$ cat config.mk
export PLATFORM = sky130hd
export DESIGN_NAME = register_unit
export DESIGN_NICKNAME = d
export VERILOG_FILES = /design/src/rtl/register_unit.sv
export SDC_FILE = /design/constraint.sdc
export NUM_CORES = 2
export LEC_CHECK = 0
export CAP_MARGIN = 20
export CORE_ASPECT_RATIO = 2
export CORE_MARGIN = 4
export CORE_UTILIZATION = 30
export DETAILED_ROUTE_END_ITERATION = 10
export GPL_ROUTABILITY_DRIVEN = 0
export HOLD_SLACK_MARGIN = 0.15
export SETUP_SLACK_MARGIN = 0.05
export SLEW_MARGIN = 20
export SYNTH_ARGS = -nofsm -noshare
export SYNTH_HDL_FRONTEND = slang
export SYNTH_SLANG_ARGS = --single-unit
$ cat constraint.sdc
create_clock -name clk -period 8.8 [get_ports clk]
set_input_delay 1.76 -clock clk [delete_from_list [all_inputs] [get_ports clk]]
set_output_delay 1.76 -clock clk [all_outputs]
set_load 0.005 [all_outputs]
$ cat src/rtl/register_unit.sv
// register_unit: RV32I integer register file (x0..x31).
// Two combinational read ports, one synchronous write port, x0 hardwired to 0,
// x2 (sp) resets to SP_INIT. Synchronous active-high reset clears the whole
// array in one cycle.
// Optional feature macro: RU_WRITE_BYPASS_EN. When it is defined, a write to
// the address being read is forwarded to the read port in the same cycle.
// Without it, reads show the contents from before the edge, which is the mode
// the monocycle CPU needs.
module register_unit #(
  parameter int              XLEN    = 32,
  parameter int              NREGS   = 32,
  parameter logic [XLEN-1:0] SP_INIT = 32'h0000_03FC,
  localparam int             AW      = $clog2(NREGS)
) (
  input  logic            clk,
  input  logic            rst,
  input  logic [AW-1:0]   Rs1,
  input  logic [AW-1:0]   Rs2,
  input  logic [AW-1:0]   Rd,
  input  logic            RuWr,
  input  logic [XLEN-1:0] DataWr,
  output logic [XLEN-1:0] RuRs1,
  output logic [XLEN-1:0] RuRs2
);

  // Address bound, widened by one bit so that NREGS == 2**AW still fits.
  localparam logic [AW:0] NREGS_W = NREGS[AW:0];

  logic [NREGS-1:0][XLEN-1:0] regs_q, regs_d;
  logic                       wr_en;

  // A write counts only for an in-range, non-zero destination.
  assign wr_en = RuWr && (Rd != '0) && ({1'b0, Rd} < NREGS_W);

  // Next-state array: a single write port, and entry 0 is pinned to zero.
  always_comb begin
    regs_d = regs_q;
    if (wr_en) regs_d[Rd] = DataWr;
    regs_d[0] = '0;
  end

  // State update. Reset takes priority over a pending write, which is dropped.
  always_ff @(posedge clk) begin
    if (rst) begin
      for (int i = 0; i < NREGS; i++)
        regs_q[i] <= (i == 2) ? SP_INIT : '0;
    end else begin
      regs_q <= regs_d;
    end
  end

  // Read port 1. Address 0 always reads zero, even when a bypass is possible.
  always_comb begin
    RuRs1 = (Rs1 == '0) ? '0 : regs_q[Rs1];
`ifdef RU_WRITE_BYPASS_EN
    if (!rst && wr_en && (Rd == Rs1)) RuRs1 = DataWr;
`endif
  end

  // Read port 2, independent of port 1.
  always_comb begin
    RuRs2 = (Rs2 == '0) ? '0 : regs_q[Rs2];
`ifdef RU_WRITE_BYPASS_EN
    if (!rst && wr_en && (Rd == Rs2)) RuRs2 = DataWr;
`endif
  end

endmodule

==> reports/qor.yml <==
run_status: "finished clean"
synth.top_cell.area_share_pct: 39.5
setup_repair_after_global_routing_missed_its_margin: "false"
cts-hold-fix-buffers: 0
worst_setup_path_start_kind: "input pin"
clock.fmax_mhz: 147
largest_reg_flops: 992
post_synth_main_area_contributors: "sky130_fd_sc_hd__dfxtp_1 (40%), sky130_fd_sc_hd__mux4_2 (20%), sky130_fd_sc_hd__nand2_1 (16%)"
grt_pass1_wl_um: 304000
final_common_cell: "sky130_fd_sc_hd__nand2_1"
placement.io_buffers: 113
pwr_density_cell_nw_per_um2: 167
yosys.area.top_type: "sky130_fd_sc_hd__dfxtp_1"
min_period_ps: 6780
synth_area_um2: 50300
ctsResizeCount: 0
mostFrequentLayoutCells: "sky130_fd_sc_hd__nand2_1 (2060), sky130_fd_sc_hd__a21oi_1 (1035), sky130_fd_sc_hd__dfxtp_1 (992)"
postSynthAreaPerCell_um2: 8.71
antenna_found_initial: 22
detailedRoute.firstIterationViolations: 5550
hold_path_class: "flop to flop"
routed_wl_um: 214000
top_fanout_value_on_the_critical_path: 81
synth_nets: 5817
chipWidth_um: 297
finClkSkew_ps: 0
detailroute.via_count: 45300
max_slew_margin_pct: 16.0
ys_ff_latch: 992
place_worst_setup_slack_ps: 2000
worstSetupPathType: "input pin to primary output"
remaining_drc_errors: 0
fin_ws_ps: 2020
first_global_vias: 44000
die_height_um: 587
h-tree-depth: 3
cts_tree: "done"
area_growth_pct: 11.0
layout_worst_path_cycle_share_pct: 77.1
drt.antenna.violating_nets: 0
critPathRequiredTime_ps: 7040
post_synth_num_cell_types: 38
grt.overflow.total: 0
timing.critical_path.to_type: "primary output"
slew_viol_final: 0
post_drt_via_cell_ratio: 5.89
setup-tns-final_ps: 0
routed_wire_length_per_instance_um: 27.9
synth_warnings: 0
finish.cell_count_without_fillers: 7694
cts.sink_count: 992
floorplan.initialDensity_pct: 30.2
cts_made_buffers: 83
top_register: "regs_q"
tightestPinTransition_ps: 1260
design.portCount: 114
hold_viol: 0
placeableCoreArea_um2: 167000
worst_setup_hold_path_clk_slew_ps: 70
max_cap_violations: 0
timing.final.setup_violations: 0
cp_data_arrival_time_ps: 5020
root_buffer: "sky130_fd_sc_hd__clkbuf_16"
die_area_um2: 175000
drive_gt1_share_pct: 16.0
drt_pre_antenna_iters: 6
max-vdd-ir-drop_v: 0.000166
grtUsageTotal_pct: 23.4
number_of_standard_cells_after_synthesis: 5767
clk-insertion-delay-late_ps: 670
fp-row-count: 212
synth_seq_area_share_pct: 39.5
cts_setup_buffers: 0
maximum_number_of_pins_on_one_net_before_global_route_repair: 164
largestRegisters: "regs_q x992"
dpl.cell_count: 7537
cts_buffer_depth: 3
cellLeakagePower_nw: 17.6
design.final.nets: 5532
detailedPlacementHpwl_um: 127000
## kinds of logic after synthesis
kind of cell	share of synthesized area (%)
simple gates	17.3
compound gates	13.0
flops	39.5
mux	25.5
buf+inv	4.69
## worst max-delay path, stage by stage
cell,delay (ps)
sky130_fd_sc_hd__buf_8,330
sky130_fd_sc_hd__buf_12,530
sky130_fd_sc_hd__mux4_2,370
sky130_fd_sc_hd__inv_1,40
sky130_fd_sc_hd__a2111oi_0,690
sky130_fd_sc_hd__a31oi_1,130
sky130_fd_sc_hd__a32oi_1,400
sky130_fd_sc_hd__clkdlybuf4s50_1,600
## layout make-up
class	instances	area (um2)
diodes	9	22.5
clock buffers	123	2450
clock inverters	25	313
fillers	16900	111000
inverters	2	7.51
multi-input cells	4182	28400
flip-flops and latches	992	19900
well taps	2140	2680
repair buffers	221	2020
## path summary, 6_finish.rpt
kind | start | end | slack, ps | cells after the start
max reg2reg | regs_q[383] | regs_q[383] | 8080 | 2
max | Rs1[0] | RuRs1[15] | 2020 | 8
min | regs_q[732] | regs_q[732] | 460 | 2
min reg2reg | regs_q[732] | regs_q[732] | 460 | 2
## metrics by stage
step / area (um2) / total power, mW / hold slack [ps] / utilization (%)
after CTS: 55800 / 9.33 / 466 / 33.5
final: 55800 / 9.31 / 465 / 33.5
after floorplan: 50300 / 5.14 / 443 / -
after global placement: 53100 / 5.43 / 448 / 31.9
after global routing: 55800 / 9.52 / 482 / 33.5
after detailed placement: 53100 / 5.44 / 456 / 31.9
## layer usage
layer	global-route usage, %	share of wire (%)	vias up
met3	4.72	9.1	982
met1	25.3	33	22100
met5	0	0.056	-
met2	39.0	47	2772
met4	20.3	10	18
li1	-	-	19400
## synth_stat cells, drive strengths merged
library cell,count
nand2,2092
a21oi,1035
dfxtp,992
clkbuf,491
mux4,451
mux2i,157
buf,100
mux2,95
nor2,66
o21ai,53
nor2b,37
a22oi,32
o221ai,32
a31oi,21
a221oi,20
nor3,19
o211ai,19
a22o,12
nand3b,12
and2,4
nand2b,4
and3b,3
nand3,3
nor3b,3
or3b,3
and3,2
inv,2
or2,2
a2111oi,1
a32oi,1
and2b,1
nand4,1
o31a,1
## power by group
part / switching, mW / internal [mW]
Clock: 1.83 / 2.14
Combinational: 0.554 / 0.244
Sequential: 0.0260 / 4.52
No activity file was read; power rests on OpenSTA's default activity.
